## config.mk

```make
export PLATFORM = sky130hd
export DESIGN_NAME = axis_img_border_strip_flat
export DESIGN_NICKNAME = d
export VERILOG_FILES = /design/src/rtl/img_stream_pkg.sv /design/src/rtl/axis_img_border_strip_if.sv /design/src/rtl/axis_pix_out_reg.sv /design/src/rtl/axis_img_border_strip.sv /design/src/flat_wrapper.sv
export SDC_FILE = /design/constraint.sdc
export NUM_CORES = 1
export LEC_CHECK = 0
export CORE_MARGIN = 4
export CORE_UTILIZATION = 35
export CTS_CLUSTER_SIZE = 8
export DETAILED_ROUTE_END_ITERATION = 16
export PLACE_DENSITY = 0.64
export SYNTH_ARGS = -nofsm -noshare
export SYNTH_HDL_FRONTEND = slang
export SYNTH_SLANG_ARGS = --single-unit
```

## constraint.sdc

```tcl
create_clock -name axis_aclk -period 3.33 [get_ports axis_aclk]
set_input_delay 0.666 -clock axis_aclk [delete_from_list [all_inputs] [get_ports axis_aclk]]
set_output_delay 0.666 -clock axis_aclk [all_outputs]
set_load 0.1 [all_outputs]
```

## src/rtl/img_stream_pkg.sv

```systemverilog
// rtl/img_stream_pkg.sv - shared state encodings and padded-geometry helpers for image stream blocks
package img_stream_pkg;

    localparam int PIX_W     = 16;
    localparam int PAYLOAD_W = PIX_W + 2;

    typedef enum logic [1:0] {
        ST_BORDER_ROW = 2'd0,
        ST_LEFT_PIX   = 2'd1,
        ST_DATA       = 2'd2,
        ST_RIGHT_PIX  = 2'd3
    } state_t;

    // Index of the last pixel/row of a padded dimension (interior size + 1).
    function automatic logic [15:0] pad_last(input int res);
        return 16'(res + 1);
    endfunction

endpackage

```

## src/rtl/axis_img_border_strip_if.sv

```systemverilog
// rtl/axis_img_border_strip_if.sv - pixel stream bundle with master/slave views
interface axis_img_border_strip_if;

    logic [15:0] tdata;
    logic        tvalid;
    logic        tready;
    logic        tlast;
    logic        tuser;

    modport master (
        output tdata,
        output tvalid,
        output tlast,
        output tuser,
        input  tready
    );

    modport slave (
        input  tdata,
        input  tvalid,
        input  tlast,
        input  tuser,
        output tready
    );

endinterface

```

## src/rtl/axis_pix_out_reg.sv

```systemverilog
// rtl/axis_pix_out_reg.sv - one-deep output register holding {tuser, tlast, tdata}
module axis_pix_out_reg
    import img_stream_pkg::*;
(
    input  logic                 clk,
    input  logic                 rst,
    input  logic                 in_valid,
    input  logic [PAYLOAD_W-1:0] in_data,
    output logic                 in_ready,
    output logic                 out_valid,
    output logic [PAYLOAD_W-1:0] out_data,
    input  logic                 out_ready
);

    assign in_ready = ~out_valid | out_ready;

    always_ff @(posedge clk) begin
        if (rst) begin
            out_valid <= 1'b0;
            out_data  <= '0;
        end else if (in_valid) begin
            out_valid <= 1'b1;
            out_data  <= in_data;
        end else if (out_ready) begin
            out_valid <= 1'b0;
        end
    end

endmodule

```

## src/rtl/axis_img_border_strip.sv

```systemverilog
// rtl/axis_img_border_strip.sv - strips the one-pixel border ring from a padded frame
// Optional tuser row resync enabled by defining BORDER_STRIP_RESYNC_EN.
module axis_img_border_strip
    import img_stream_pkg::*;
#(
    parameter int          IMG_RES_X     = 336,
    parameter int          IMG_RES_Y     = 256,
    parameter logic [15:0] DATA_PIX_MASK = 16'h0000
)
(
    input  logic                    axis_aclk,
    input  logic                    axis_areset,
    axis_img_border_strip_if.slave  s_axis,
    axis_img_border_strip_if.master m_axis,
    output logic                    frame_done,
    output logic                    row_err
);

    localparam logic [15:0] X_END  = 16'(IMG_RES_X);
    localparam logic [15:0] X_LAST = pad_last(IMG_RES_X);
    localparam logic [15:0] Y_LAST = pad_last(IMG_RES_Y);

    state_t         state;
    logic [15:0]    x_cnt;
    logic [15:0]    y_cnt;
    logic [15:0]    y_inc;
    state_t         row_next;
    logic           accept;
    logic           at_x_last;
    logic           row_end;
    logic           tuser_err;
    logic           fwd;
    logic           reg_ready;
    logic           out_valid;
    logic [PAYLOAD_W-1:0] fwd_data;
    logic [PAYLOAD_W-1:0] out_data;
    logic           unused_ok;

    assign at_x_last = (x_cnt == X_LAST);

`ifdef BORDER_STRIP_RESYNC_EN
    assign row_end   = at_x_last | s_axis.tuser;
    assign tuser_err = s_axis.tuser ^ at_x_last;
    assign unused_ok = s_axis.tlast;
`else
    assign row_end   = at_x_last;
    assign tuser_err = 1'b0;
    assign unused_ok = s_axis.tlast ^ s_axis.tuser;
`endif

    assign s_axis.tready = reg_ready & ~axis_areset;
    assign accept        = s_axis.tvalid & s_axis.tready;

    // A row cut short by resync drops the terminating beat, so no tlast for that row.
    assign fwd      = accept & (state == ST_DATA) & ~row_end;
    assign fwd_data = {(y_cnt == 16'd1) && (x_cnt == 16'd1),
                       (x_cnt == X_END),
                       s_axis.tdata & ~DATA_PIX_MASK};

    assign y_inc    = y_cnt + 16'd1;
    assign row_next = (y_inc == Y_LAST) ? ST_BORDER_ROW : ST_LEFT_PIX;

    always_ff @(posedge axis_aclk) begin
        if (axis_areset) begin
            state      <= ST_BORDER_ROW;
            x_cnt      <= '0;
            y_cnt      <= '0;
            frame_done <= 1'b0;
            row_err    <= 1'b0;
        end else begin
            frame_done <= 1'b0;
            row_err    <= accept & tuser_err;
            if (accept) begin
                case (state)
                    ST_BORDER_ROW: begin
                        if (row_end) begin
                            x_cnt <= '0;
                            if (y_cnt == 16'd0) begin
                                y_cnt <= 16'd1;
                                state <= ST_LEFT_PIX;
                            end else if (y_cnt == Y_LAST) begin
                                frame_done <= 1'b1;
                                y_cnt      <= '0;
                            end
                        end else begin
                            x_cnt <= x_cnt + 16'd1;
                        end
                    end
                    ST_LEFT_PIX, ST_DATA: begin
                        if (row_end) begin
                            x_cnt <= '0;
                            y_cnt <= y_inc;
                            state <= row_next;
                        end else begin
                            x_cnt <= x_cnt + 16'd1;
                            if (state == ST_LEFT_PIX)
                                state <= ST_DATA;
                            else if (x_cnt == X_END)
                                state <= ST_RIGHT_PIX;
                        end
                    end
                    default: begin
                        x_cnt <= '0;
                        y_cnt <= y_inc;
                        state <= row_next;
                    end
                endcase
            end
        end
    end

    axis_pix_out_reg u_out_reg (
        .clk       (axis_aclk),
        .rst       (axis_areset),
        .in_valid  (fwd),
        .in_data   (fwd_data),
        .in_ready  (reg_ready),
        .out_valid (out_valid),
        .out_data  (out_data),
        .out_ready (m_axis.tready)
    );

    assign m_axis.tvalid = out_valid;
    assign m_axis.tdata  = out_data[PIX_W-1:0];
    assign m_axis.tlast  = out_data[PIX_W];
    assign m_axis.tuser  = out_data[PIX_W+1];

endmodule

```

## src/flat_wrapper.sv

```systemverilog
// flat-port wrapper written by rule: the top's interface ports become plain ports
module axis_img_border_strip_flat import img_stream_pkg::*;
#(
    parameter int          IMG_RES_X     = 336,
    parameter int          IMG_RES_Y     = 256,
    parameter logic [15:0] DATA_PIX_MASK = 16'h0000
)
  (axis_aclk, axis_areset, frame_done, row_err, s_axis_tdata, s_axis_tvalid, s_axis_tlast, s_axis_tuser, s_axis_tready, m_axis_tdata, m_axis_tvalid, m_axis_tlast, m_axis_tuser, m_axis_tready);
  axis_img_border_strip_if s_axis_i ();
  axis_img_border_strip_if m_axis_i ();
  input  logic axis_aclk;
  input  logic axis_areset;
  output logic frame_done;
  output logic row_err;
  input wire logic [$bits(s_axis_i.tdata)-1:0] s_axis_tdata;
  input wire logic [$bits(s_axis_i.tvalid)-1:0] s_axis_tvalid;
  input wire logic [$bits(s_axis_i.tlast)-1:0] s_axis_tlast;
  input wire logic [$bits(s_axis_i.tuser)-1:0] s_axis_tuser;
  output wire logic [$bits(s_axis_i.tready)-1:0] s_axis_tready;
  output wire logic [$bits(m_axis_i.tdata)-1:0] m_axis_tdata;
  output wire logic [$bits(m_axis_i.tvalid)-1:0] m_axis_tvalid;
  output wire logic [$bits(m_axis_i.tlast)-1:0] m_axis_tlast;
  output wire logic [$bits(m_axis_i.tuser)-1:0] m_axis_tuser;
  input wire logic [$bits(m_axis_i.tready)-1:0] m_axis_tready;
  assign s_axis_i.tdata = s_axis_tdata;
  assign s_axis_i.tvalid = s_axis_tvalid;
  assign s_axis_i.tlast = s_axis_tlast;
  assign s_axis_i.tuser = s_axis_tuser;
  assign s_axis_tready = s_axis_i.tready;
  assign m_axis_tdata = m_axis_i.tdata;
  assign m_axis_tvalid = m_axis_i.tvalid;
  assign m_axis_tlast = m_axis_i.tlast;
  assign m_axis_tuser = m_axis_i.tuser;
  assign m_axis_i.tready = m_axis_tready;
  axis_img_border_strip #(.IMG_RES_X(IMG_RES_X), .IMG_RES_Y(IMG_RES_Y), .DATA_PIX_MASK(DATA_PIX_MASK)) u_core (.axis_aclk(axis_aclk), .axis_areset(axis_areset), .s_axis(s_axis_i), .m_axis(m_axis_i), .frame_done(frame_done), .row_err(row_err));
endmodule
```

# Yosys cells after proc, flatten, opt, wreduce, memory -nomap -nowiden
# Cells that the tools add are included.
dict set report op_classes {
  n_addsub 2
  eq_ne 13
  muxes 17
  bitwise 10
  n_reduce_logical 9
}
# cell count
set ops {}
lappend ops {{$mux W16} 6}
lappend ops {{$eq A16 B9 Y1 const B} 4}
lappend ops {{$add A16 B1 Y16 const B} 2}
lappend ops {{$eq A16 B1 Y1 const B} 2}
lappend ops {{$pmux W16 S2} 1}
lappend ops {{$logic_not A16 Y1} 1}
lappend ops {{$mux W2} 5}
lappend ops {{$reduce_and A4 Y1} 2}
lappend ops {{$ne A2 B1 Y1 const B} 3}
lappend ops {{$not A1 Y1} 5}
lappend ops {{$reduce_or A5 Y1} 1}
lappend ops {{$and A1 B1 Y1} 4}
lappend ops {{$mux W1} 4}
lappend ops {{$ne A4 B2 Y1 const B} 1}
lappend ops {{$pmux W2 S2} 1}
lappend ops {{$ne A3 B1 Y1 const B} 1}
lappend ops {{$reduce_or A3 Y1} 1}
lappend ops {{$eq A2 B1 Y1 const B} 1}
lappend ops {{$eq A2 B2 Y1 const B} 1}
lappend ops {{$logic_not A2 Y1} 1}
lappend ops {{$reduce_bool A2 Y1} 1}
lappend ops {{$reduce_or A2 Y1} 1}
lappend ops {{$logic_and A1 B1 Y1} 1}
lappend ops {{$or A1 B1 Y1} 1}
dict set report word_totals {
  regBits 54
  out_inout_bits 22
  elab_cells 57
}

# Logic depth before layout (Yosys ltp)
dict set report depth {
  word_depth 7
  ltp_mapped 9
  ltp_nobuf 8
}

# By module
# From an unflattened synthesis, not the netlist that was laid out.
dict set report hier_totals {
  hier_cells 348
  area_unflattened_um2 2932.8
}
# module n_inst cells_each area_per_inst_um2 seq_area_each_um2
set modules_own_cells {}
lappend modules_own_cells {axis_img_border_strip 1 286 2248.4 700.7}
lappend modules_own_cells {axis_pix_out_reg 1 62 684.4 380.4}

# Worst setup path after synthesis
# Ideal clock, no wire load.
dict set report synth_path {
  path_kind {input to output}
  startpoint {in axis_areset}
  endpoint {out s_axis_tready}
  arrival_time_ns 2.305
  t_required_ns 2.664
  path_slack_ns 0.359
  cell_stages 3
  path_cell_list {clkbuf_1 -> clkbuf_1 -> nor2_1}
}
dict set report synth_between {
  elab_chain_cells 2
}
# element line_no
set synth_rtl {}
lappend synth_rtl {{from (decl)} flat_wrapper.sv:12} ;# input logic axis_areset;
lappend synth_rtl {{$not A1 Y1} axis_img_border_strip.sv:51} ;# assign s_axis.tready = reg_ready & ~axis_areset;
lappend synth_rtl {{$and A1 B1 Y1} axis_img_border_strip.sv:51}
lappend synth_rtl {{to (decl)} flat_wrapper.sv:19} ;# output wire logic [$bits(s_axis_i.tready)-1:0] s_axis_tready;
# Every way passes these cells.

# Final worst setup path
dict set report layout_path {
  startpoint {reg u_core.state[0]}
  endpoint {reg u_core.y_cnt[7]}
}
dict set report layout_between {
  elab_chain_cells 4
  elab_cells_between_ends 9
  cone_classes {eq/ne: 5; mux: 1; reduce/logical: 3}
}
# element line_no
set layout_rtl {}
lappend layout_rtl {{from (decl)} axis_img_border_strip.sv:23} ;# state_t state;
lappend layout_rtl {{from (signal assigned)} axis_img_border_strip.sv:93} ;# state <= row_next;
lappend layout_rtl {{from (signal assigned)} axis_img_border_strip.sv:105} ;# state <= row_next;
lappend layout_rtl {{$eq A2 B1 Y1 or $eq A2 B2 Y1 (tied branches)} axis_img_border_strip.sv:74} ;# case (state)
lappend layout_rtl {{$reduce_or A2 Y1} axis_img_border_strip.sv:74}
lappend layout_rtl {{$ne A2 B1 Y1 (no source line)} -}
lappend layout_rtl {{$reduce_and A4 Y1 (no source line)} -}
lappend layout_rtl {{to (signal assigned)} axis_img_border_strip.sv:92} ;# y_cnt <= y_inc;
lappend layout_rtl {{to (signal assigned)} axis_img_border_strip.sv:104} ;# y_cnt <= y_inc;
lappend layout_rtl {{to (decl)} axis_img_border_strip.sv:25} ;# logic [15:0] y_cnt;
# Several ways; a longest one is shown, not always the timed one.
# A chain may end at the register's enable or synchronous reset.

==> reports/metrics.cfg <==
[yosys]
synthFlopType = dfxtp_1
synth_edf_count = 0
synth_seq_cells = 54
synthDistinctLibCells = 47
synth.yosys.seq_area_share = 0.363
async_flop_share = 0
syn_avg_cell_area_sq_um = 7.71
synthesis.instances = 386
netlist_area_sq_um = 2980
syn-num-nets = 418
yosys_warnings = 0

[clock_tree]
hold_buffers = 0
cts_made_buffers = 5
clockBufferDepth = 2
cts_sinks = 54
cts_max_level = 2
root_buffer = clkbuf_8
clk_pin_slew_ns = 0.10
cts_tree = yes
cts_setup_buffers = 0
insertion_delay_ns = 0.31
cts_resized = 0

[setup_path]
cp-startpoint = u_core.state[0]
arrival_ns = 3.08
worstPathRequired_ns = 3.58
r2r-start = u_core.state[0]
crit_fanout = 19
cp-start-kind = register
crit_type = reg2reg
cp-end-kind = register

[floorplan]
die_w_microns = 100
core-area_sq_um = 8260
die_area_sq_um = 10000
rows = 33
die_y_microns = 100
start_util = 0.360
ioPinCount = 44

[power]
power.leakage_nw = 1.28
finalPower_mw = 1.10
ir_drop_mv = 0.173
power_density_nw_per_um2 = 316

[cells_and_area]
layoutNonFillerInstCount = 519
syn_to_final_growth_pct = 17.2
multiInputGateArea_sq_um = 1740
final_cell_mix = nand2_1, dfxtp_1, a21oi_1
fillers = 859
num_antenna_cells = 0
layout.area.seq_sq_um = 1080
fin_nets = 445
finalInstanceArea_sq_um = 3490
drive_gt1_frac = 0.111
fin_util = 0.423

[global_routing]
track_usage = 0.146
grt_pass1_wl_mm = 12.3
antenna_found_initial = 0
first_global_vias = 2609
grt_max_degree = 20
grt_overflow = 0

[timing]
drv_slew = 0
max_freq_mhz = 353
finalSetupViolCount = 0
clock_skew_ns = 0.00635
rsz0062_at_grt = false
worst_pin_slew_ns = 1.04
max_slew_margin = 0.300
min_period_ns = 2.83
fin_crit_sh = 0.850
hold_viol_final = 0
finalSetupTns_ns = 0

[routing]
drt-pass1-iter-count = 4
vias = 2762
finalWirelength_mm = 7.13
final_antenna_net_count = 0
drc = 0
drtIter0Drc = 86
wl_per_cell_microns = 13.7
via_per_inst = 5.32

[placed_design]
dp.cells = 511
dp_hpwl_mm = 5.15
gp_congestion = 0.871
placed_area_sq_um = 3390
port-buffer-count = 40

[worst_hold_path]
hold_path_startpoint = u_core.u_out_reg.out_data[10]
hold_class = reg2reg

[status]
status = complete, no violations

[run]
maxCapViolCount = 0

## cell families (layout without fill, tap and decap cells)
kind of cell	count (synthesis)	in the layout	share of synthesized area
simple gates	187	187	0.332
mux	3	3	0.0109
other cells	1	1	0.00126
compound gates	82	82	0.158
buf+inv	35	63	0.0513
flops	54	54	0.363
fa+ha+maj	10	10	0.0420
xor+xnor	14	14	0.0412
## cell type report
| type | instances | area share |
|---|---|---|
| Inverter | 9 | 0.00968 |
| Multi-Input combinational cell | 297 | 0.499 |
| Timing Repair Buffer | 46 | 0.116 |
| Sequential cell | 54 | 0.310 |
| Clock buffer | 6 | 0.0237 |
| Tap cell | 105 | 0.0376 |
| Clock inverter | 2 | 0.00359 |
## synth_stat cells, types with 2 or more instances
| cell type | n | area share |
|---|---|---|
| a21oi_1 | 43 | 0.072 |
| a311oi_1 | 2 | 0.0059 |
| a31oi_1 | 5 | 0.011 |
| and2_1 | 2 | 0.0042 |
| and3_1 | 10 | 0.021 |
| and4_1 | 6 | 0.018 |
| buf_2 | 4 | 0.0067 |
| buf_4 | 4 | 0.010 |
| clkbuf_1 | 17 | 0.021 |
| dfxtp_1 | 54 | 0.36 |
| ha_1 | 10 | 0.042 |
| inv_1 | 9 | 0.011 |
| mux2_2 | 2 | 0.0076 |
| nand2_1 | 54 | 0.068 |
| nand2b_1 | 5 | 0.011 |
| nand3_1 | 21 | 0.035 |
| nand3b_1 | 9 | 0.023 |
| nand4_1 | 7 | 0.015 |
| nor2_1 | 39 | 0.049 |
| nor2b_1 | 3 | 0.0063 |
| nor3_1 | 7 | 0.012 |
| nor3b_1 | 2 | 0.0050 |
| nor4_1 | 3 | 0.0063 |
| nor4_4 | 2 | 0.014 |
| o211ai_1 | 2 | 0.0050 |
| o21ai_0 | 20 | 0.034 |
| o32ai_1 | 3 | 0.0088 |
| or2_2 | 4 | 0.0084 |
| or3_1 | 6 | 0.013 |
| or4_1 | 2 | 0.0050 |
| xnor2_1 | 5 | 0.015 |
| xor2_1 | 9 | 0.026 |
## metrics by stage
| step | hold slack [ns] | worst slack [ns] |
|---|---|---|
| after global routing | 0.480 | 0.289 |
| final | 0.459 | 0.500 |
| after global placement | 0.441 | 0.535 |
| after CTS | 0.462 | 0.565 |
| after floorplan | 0.465 | 0.359 |
| after detailed placement | 0.448 | 0.516 |
## critical path: stages (launching register included)
cell	delay, ns
dfxtp_1	0.34
inv_1	0.10
ha_1	0.67
o21ai_0	0.37
o21ai_1	0.90
o21ai_0	0.23
a21oi_1	0.16
## path summary, 6_finish.rpt
kind / end / slack (ns) / depth (start not counted)
max reg2reg: u_core.y_cnt[7] / 0.50 / 6
min reg2reg: u_core.u_out_reg.out_data[10] / 0.46 / 2
max: u_core.y_cnt[7] / 0.50 / 6
min: u_core.u_out_reg.out_data[10] / 0.46 / 2
## sequential cells by signal, summed over array words and instances (netlist names)
| register | cells |
|---|---|
| u_core.y_cnt | 16 |
| u_core.frame_done | 1 |
| u_core.state | 2 |
| u_core.x_cnt | 16 |
| u_core.u_out_reg.out_valid | 1 |
| u_core.u_out_reg.out_data | 18 |
## per-layer routing
| layer | global-route usage | part of all wire | vias up |
|---|---|---|---|
| met4 | 0.0373 | 0.011 | 0 |
| met5 | 0 | 0 | - |
| met1 | 0.208 | 0.50 | 1300 |
| met2 | 0.230 | 0.46 | 52 |
| met3 | 0.0236 | 0.032 | 10 |
| li1 | - | - | 1400 |
## power breakdown
part / switching [mW] / internal, mW
registers: 0.00223 / 0.647
clock network: 0.218 / 0.168
logic: 0.0349 / 0.0325
Power figures use the tool's default switching activity.
